`config.mk`:
```
export PLATFORM = sky130hd
export DESIGN_NAME = float_mult
export DESIGN_NICKNAME = d
export VERILOG_FILES = /design/src/rtl/float_pkg.sv /design/src/rtl/float_norm.sv /design/src/rtl/float_mult.sv
export SDC_FILE = /design/constraint.sdc
export NUM_CORES = 1
export LEC_CHECK = 0
export CORE_MARGIN = 5
export CORE_UTILIZATION = 54
export DETAILED_ROUTE_END_ITERATION = 7
export PLACE_DENSITY = 0.78
export SYNTH_ARGS = -nofsm -noshare
export SYNTH_HDL_FRONTEND = slang
export SYNTH_SLANG_ARGS = --single-unit
```
`constraint.sdc`:
```
create_clock -name clkExt -period 3.77 [get_ports clkExt]
set_input_delay 0.754 -clock clkExt [delete_from_list [all_inputs] [get_ports clkExt]]
set_output_delay 0.754 -clock clkExt [all_outputs]
set_load 0.05 [all_outputs]
```
`src/rtl/float_pkg.sv`:
```
// Shared constants and helpers for the float_mult FFT multiplier.
package float_pkg;

  localparam int MANT_W    = 10;
  localparam int EXP_W     = 5;
  localparam int RES_W     = 15;
  localparam int PROD_W    = 20;
  localparam int ESUM_W    = 7;
  localparam int NORM_BIAS = 5;
  localparam int EXP_MAX   = 15;
  localparam int EXP_MIN   = -16;

  // Leading-zero count from the MSB; an all-zero input returns 0 and is
  // handled separately by the zero-product path.
  function automatic logic [4:0] lzc20(input logic [PROD_W-1:0] v);
    logic [4:0] n;
    n = 5'd0;
    for (int i = 0; i < PROD_W; i++) begin
      if (v[i]) n = 5'(PROD_W - 1 - i);
    end
    return n;
  endfunction

endpackage

```
`src/rtl/float_norm.sv`:
```
// Combinational leading-one normalizer with exponent saturation for the
// 20-bit mantissa product.
module float_norm
  import float_pkg::*;
(
  input  logic [PROD_W-1:0]        i_prod,
  input  logic signed [ESUM_W-1:0] i_exp_sum,
  output logic [RES_W-1:0]         o_mant,
  output logic [EXP_W-1:0]         o_exp,
  output logic                     o_ovf,
  output logic                     o_udf
);

  localparam logic signed [ESUM_W-1:0] BIAS_S = ESUM_W'(NORM_BIAS);
  localparam logic signed [ESUM_W-1:0] MAX_S  = ESUM_W'(EXP_MAX);
  localparam logic signed [ESUM_W-1:0] MIN_S  = ESUM_W'(EXP_MIN);

  logic [4:0]               w_lz;
  logic [RES_W-1:0]         w_mant_norm;
  logic signed [ESUM_W-1:0] w_exp_adj;

  assign w_lz = lzc20(i_prod);

  // Shift keeps the leading one at bit 19; the low bits are truncated.
  assign w_mant_norm = RES_W'((i_prod << w_lz) >> (PROD_W - RES_W));

  // Exact in 7 bits: range is -46..35.
  assign w_exp_adj = i_exp_sum + BIAS_S - $signed({2'b00, w_lz});

  always_comb begin
    o_mant = '0;
    o_exp  = '0;
    o_ovf  = 1'b0;
    o_udf  = 1'b0;
    if (i_prod != '0) begin
      if (w_exp_adj > MAX_S) begin
        o_mant = '1;
        o_exp  = EXP_W'(EXP_MAX);
        o_ovf  = 1'b1;
      end else if (w_exp_adj < MIN_S) begin
        o_udf  = 1'b1;
      end else begin
        o_mant = w_mant_norm;
        o_exp  = w_exp_adj[EXP_W-1:0];
      end
    end
  end

endmodule

```
`src/rtl/float_mult.sv`:
```
// Two-stage (mantissa, exponent) multiplier: stage 1 multiplies and adds
// exponents, stage 2 registers the normalized, saturated result.
module float_mult
  import float_pkg::*;
#(
  parameter int MANT_W = 10,
  parameter int EXP_W  = 5,
  parameter int RES_W  = 15
) (
  input  logic              clkExt,
  input  logic              rstN,
  input  logic              iValid,
  input  logic [MANT_W-1:0] iMant1,
  input  logic [EXP_W-1:0]  iExp1,
  input  logic [MANT_W-1:0] iMant2,
  input  logic [EXP_W-1:0]  iExp2,
  output logic [RES_W-1:0]  oMantR,
  output logic [EXP_W-1:0]  oExpR,
  output logic              oValid,
  output logic              oOvf,
  output logic              oUdf
);

  localparam int PW = 2 * MANT_W;
  localparam int SW = EXP_W + 2;

  logic [PW-1:0]        w_prod;
  logic signed [SW-1:0] w_exp_sum;

  logic [PW-1:0]        r_prod;
  logic signed [SW-1:0] r_exp_sum;
  logic                 r_vld1;

  logic [RES_W-1:0]     w_norm_mant;
  logic [EXP_W-1:0]     w_norm_exp;
  logic                 w_norm_ovf;
  logic                 w_norm_udf;

  assign w_prod    = {{MANT_W{1'b0}}, iMant1} * {{MANT_W{1'b0}}, iMant2};
  assign w_exp_sum = $signed({{2{iExp1[EXP_W-1]}}, iExp1})
                   + $signed({{2{iExp2[EXP_W-1]}}, iExp2});

  always_ff @(posedge clkExt or negedge rstN) begin
    if (!rstN) begin
      r_prod    <= '0;
      r_exp_sum <= '0;
      r_vld1    <= 1'b0;
    end else begin
      r_prod    <= w_prod;
      r_exp_sum <= w_exp_sum;
      r_vld1    <= iValid;
    end
  end

  float_norm u_norm (
    .i_prod    (r_prod),
    .i_exp_sum (r_exp_sum),
    .o_mant    (w_norm_mant),
    .o_exp     (w_norm_exp),
    .o_ovf     (w_norm_ovf),
    .o_udf     (w_norm_udf)
  );

  always_ff @(posedge clkExt or negedge rstN) begin
    if (!rstN) begin
      oMantR <= '0;
      oExpR  <= '0;
      oValid <= 1'b0;
      oOvf   <= 1'b0;
      oUdf   <= 1'b0;
    end else begin
      oMantR <= w_norm_mant;
      oExpR  <= w_norm_exp;
      oValid <= r_vld1;
      oOvf   <= w_norm_ovf;
      oUdf   <= w_norm_udf;
    end
  end

endmodule

```
# Yosys cells after proc, flatten, opt, wreduce, memory -nomap -nowiden
# Index checks and enable logic that the tools add are counted.
[classes]
shifts = 1
eq_ne = 0
div = 0
reduce_logical = 1
bitwise_logic = 0
addsub = 3
multipliers = 1
magnitude_cmp = 2
mux = 31
[op_table]
columns = ["op", "n"]
rows = [
  ["2-to-1 mux 5 bit", 23],
  ["2-to-1 mux 15 bit", 3],
  ["multiplier 10 x 10 -> 20 bit", 1],
  ["nonzero test 20 bit", 1],
  ["left shift 20 x 5 -> 20 bit", 1],
  ["adder 6 x 4 -> 7 bit (second input constant)", 1],
  ["greater-than comparator 7 x 5 -> 1 bit (second input constant)", 1],
  ["< comparator 7 x 5 -> 1 bit (second input constant)", 1],
  ["subtractor 7 x 6 -> 7 bit", 1],
  ["adder 5 x 5 -> 6 bit", 1],
  ["2-to-1 mux 1 bit", 5],
]
[word_totals]
regBits = 50
out_inout_bits = 23
mem_bits_ro = 0
ram_bits = 0
latch_bits = 0
n_memories = 0
word_cells = 47
input_bits = 33

# Longest topological paths before layout
[depth]
word_depth = 25
depth_mapped = 20
ltp_nobuf = 19

# Hierarchy
# Synthesis repeated with hierarchy kept, for this count alone.
[hier_totals]
hier_cells = 745
area_unflattened_um2 = 6623.9
[modules_own_cells]
columns = ["module", "cells_per_inst", "instances", "seq_area_each_um2", "area_per_inst_um2"]
rows = [
  ["float_mult", 454, 1, 1251.2, 4729.5],
  ["float_norm", 291, 1, 0.0, 1894.3],
]

# Worst setup path before layout
# No wires, ideal clock.
[synth_path]
path_type = "in2reg"
startpoint = "in iMant1[7]"
endpoint = "reg r_prod[17]"
slack_ps = -1508
n_path_buf = 1
required_ps = 3690
path_stages = 16
t_arrival_ps = 5198
setup_time_ps = 80
path_cell_list = "clkbuf_1 nand2_1 fa_1 fa_1 fa_1 fa_1 inv_1 fa_1 ha_1 or3_1 a21oi_1 o31ai_1 a211oi_1 o21bai_1 a21boi_0 xnor2_1"
[synth_between]
elab_chain_len = 1
[synth_lines]
columns = ["element", "line_no", "text"]
rows = [
  ["from (decl)", "float_mult.sv:13", "input logic [MANT_W-1:0] iMant1,"],
  ["multiplier 10 x 10 -> 20 bit", "float_mult.sv:39", "assign w_prod = {{MANT_W{1'b0}}, iMant1} * {{MANT_W{1'b0}}, iMant2};"],
  ["via w_prod[17]", "float_mult.sv:27", "logic [PW-1:0] w_prod;"],
  ["to (signal assigned)", "float_mult.sv:49", "r_prod <= w_prod;"],
  ["to (decl)", "float_mult.sv:30", "logic [PW-1:0] r_prod;"],
]
# The timed path passes the listed nets, and every way through them passes these cells.

# Final worst setup path
[layout_path]
startpoint = "in iMant1[6]"
endpoint = "reg r_prod[18]"
# The elaborated chain is that of the path after synthesis.

==> results.ini <==
[run_status]
status=finished with violations
violations=setup timing

[clock_tree]
clkTransAtPathRegs_ns=0.07
clk_latency_ns=0.29
cts.sinks=50
htree_levels=2
root_buffer=clkbuf_16
hold_buffers=0
clockBufferDepth=2
cts_made_buffers=5
tritoncts=yes

[setup_path]
rrSetupSlack_ns=0.05
path_class=in -> reg
reg2reg_from=r_prod[8]
r2r_end=oMantR[12]
cpPeakStageDelay_ns=0.52
path_buf_inv=4
cp.required_ns=3.98
r2r_cells=19
cp_max_fo=3
cpMostUsedCell=fa_1
critPathTopFamily=adder cells
path_cells=buf_2 -> nand2_1 -> fa_1 -> inv_1 -> fa_1 -> ha_1 -> inv_1 -> fa_1 -> inv_2 -> fa_1 -> ha_4 -> or3_4 -> o21ba_4 -> o21a_1 -> o21a_1 -> o31ai_2 -> a21oi_2 -> xnor2_1
cp-startpoint=iMant1[6]
cp_num_cells=18
start_kind=input port
crit_path_top_delay_cell=fa_1
arrival_ns=4.91
end_kind=flip-flop
critPathCapture=r_prod[18]

[hold_path]
hold_path_class=reg -> reg
whs_path_depth=0

[timing]
fin_crit_ns=4.70
hold_violations=0
setup_violations=13
fmax_mhz=213
maxSlewViolCount=0
tightest_slew_ns=1.09
clock_skew_ns=0.00773
timing.hold.ws_ns=0.374
relSlewSlack_pct=27.4
final.setup.tns_ns=-8.48
rsz0062_at_grt=yes
fin_ws_ns=-0.932
fin_crit_sh_pct=125

[place]
dp_cells=997
place_ws_ns=-1.78
hpwl_um=13000
port_buffers=55
gp_congestion=0.955

[yosys]
synth_top_cell_by_area=fa_1
synth_fp_nets=882
ys_seq_area_share_pct=19.6
syn-instance-count=714
ys_async_sr_fraction_pct=100
synth_edf_count=0
yosys_warnings=0
synthFlopType=dfrtp_1
synth_top_area_share_pct=20.1
synth_area_leaders=fa_1 20%, dfrtp_1 20%, ha_1 14%
syn_area_sq_mm=0.00637
synth_cell_type_count=69
syn_area_per_cell_sq_um=8.93
ys_ff_latch=50

[final_layout]
final_common_cell=buf_4
nFillCells=747
synthToLayoutAreaGrowth_pct=39.4
final_util_pct=77.1
final_cell_mix=122 x buf_4, 93 x inv_1, 74 x nand2_1
instances_no_fill=1027
drive_gt1_share_pct=32.8
fin_nets=1051
n_antenna_cell=0

[power]
vdd_drop_max_mv=0.533
p_leak_nw=4.27
power_density_mw_per_mm2=981

[route]
ant_nets=0
drt_iter0_drc=423
wl_um=17700
drc=0
num_vias=5897
routedWlPerCell_um=17.3
firstDrtPassIters=5
via_per_inst=5.74

[global_routing]
antenna_found_initial=0
grt_pass1_wl_um=27800
grt_max_degree=51
grt_pass1_vias=6077
gr-total-overflow=0
grtUsageTotal_pct=23.3

[floorplan]
ioPinCount=56
coreArea_sq_mm=0.0115
initial_core_util_pct=55.3
die_y_um=119
fp.dieW_um=119
rows=39
design.die.area_sq_mm=0.0141

[job]
maxCapViolCount=0

==> worst register-to-register path: cells and delay by family (launching register included) <==
| family | cells | cell delay (ns) |
|---|---|---|
| flops | 1 | 0.44 |
| simple gates | 4 | 0.71 |
| compound gates | 8 | 1.35 |
| fa+ha+maj | 2 | 0.46 |
| buf+inv | 5 | 0.62 |
==> registers in the layout (all words and copies together) (netlist names) <==
name       count
oExpR          5
oMantR        15
oOvf           1
oUdf           1
oValid         1
r_exp_sum      6
r_prod        20
r_vld1         1
==> synthesized netlist by cell type, drive strengths merged (3+ instances only) <==
master	number
xor2	5
a211oi	5
nand2b	6
nand2	92
nor3	14
nor3b	6
nor2b	4
xnor2	17
mux2	3
o21bai	4
buf	9
and3	3
o211a	4
fa	64
and2	43
inv	106
a22oi	3
o211ai	4
or3	4
nor2	38
o21ai	28
nor4	8
o31ai	5
dfrtp	50
a21oi	27
ha	71
o2111ai	6
nand3	6
clkbuf	18
a31oi	3
a21o	6
or2	3
mux2i	18
nand4	3
o311ai	3
==> through the flow <==
step	power [W]	area (sq um)
global placement	0.00679	8000
global route	0.00935	8880
detailed placement	0.00697	8000
floorplan	0.00503	6700
CTS	0.00786	8390
finish	0.00871	8880
==> worst min-delay path by stage <==
| stage | startpoint | to |
|---|---|---|
| 6_report | r_vld1 | oValid |
| 2_1_floorplan | r_vld1 | oValid |
| 4_1_cts | r_vld1 | oValid |
| 5_1_grt | r_vld1 | oValid |
| 3_5_place_dp | r_vld1 | oValid |
| 3_3_place_gp | r_vld1 | oValid |
==> where the power goes <==
part	total, W	internal, W	switching, W
clock	0.000505	0.000314	0.000191
combinational	0.00721	0.00335	0.00386
sequential	0.000998	0.000805	0.000193
total	0.00871	0.00447	0.00424
==> routing by layer <==
metal / track usage [%] / part of all wire [%]
met1: 30.6 / 40
met2: 41.5 / 53
met3: 2.63 / 5.2
met4: 5.36 / 1.9
met5: 0 / 0
==> cells by family after synthesis <==
family	after synthesis	share of synthesized area, %
DFF	50	19.6
AOI/OAI and AO/OA	122	13.7
xor gates and xnor gates	22	3.02
and+or+nand+nor	231	17.6
muxes	21	3.81
buffers and inverters	133	8.21
adders and majority gates	135	34.0
==> layout make-up <==
| class | count | area (sq um) | share of cell area [%] |
|---|---|---|---|
| tap | 143 | 179 | 2.01 |
| sequential | 50 | 1250 | 14.1 |
| multi-input combinational | 531 | 5250 | 59.1 |
| timing repair buffer | 189 | 1640 | 18.4 |
| clock inverter | 1 | 30.0 | 0.338 |
| clock buffer | 7 | 133 | 1.49 |
| inverter | 106 | 403 | 4.54 |
==> what timing repair did <==
action / CTS / global route
resized for setup: 146 / 86
pin swaps: 47 / 48
setup endpoints to repair: 21 / 32
setup buffers: 9 / 15
Power figures use the tool's default switching activity.
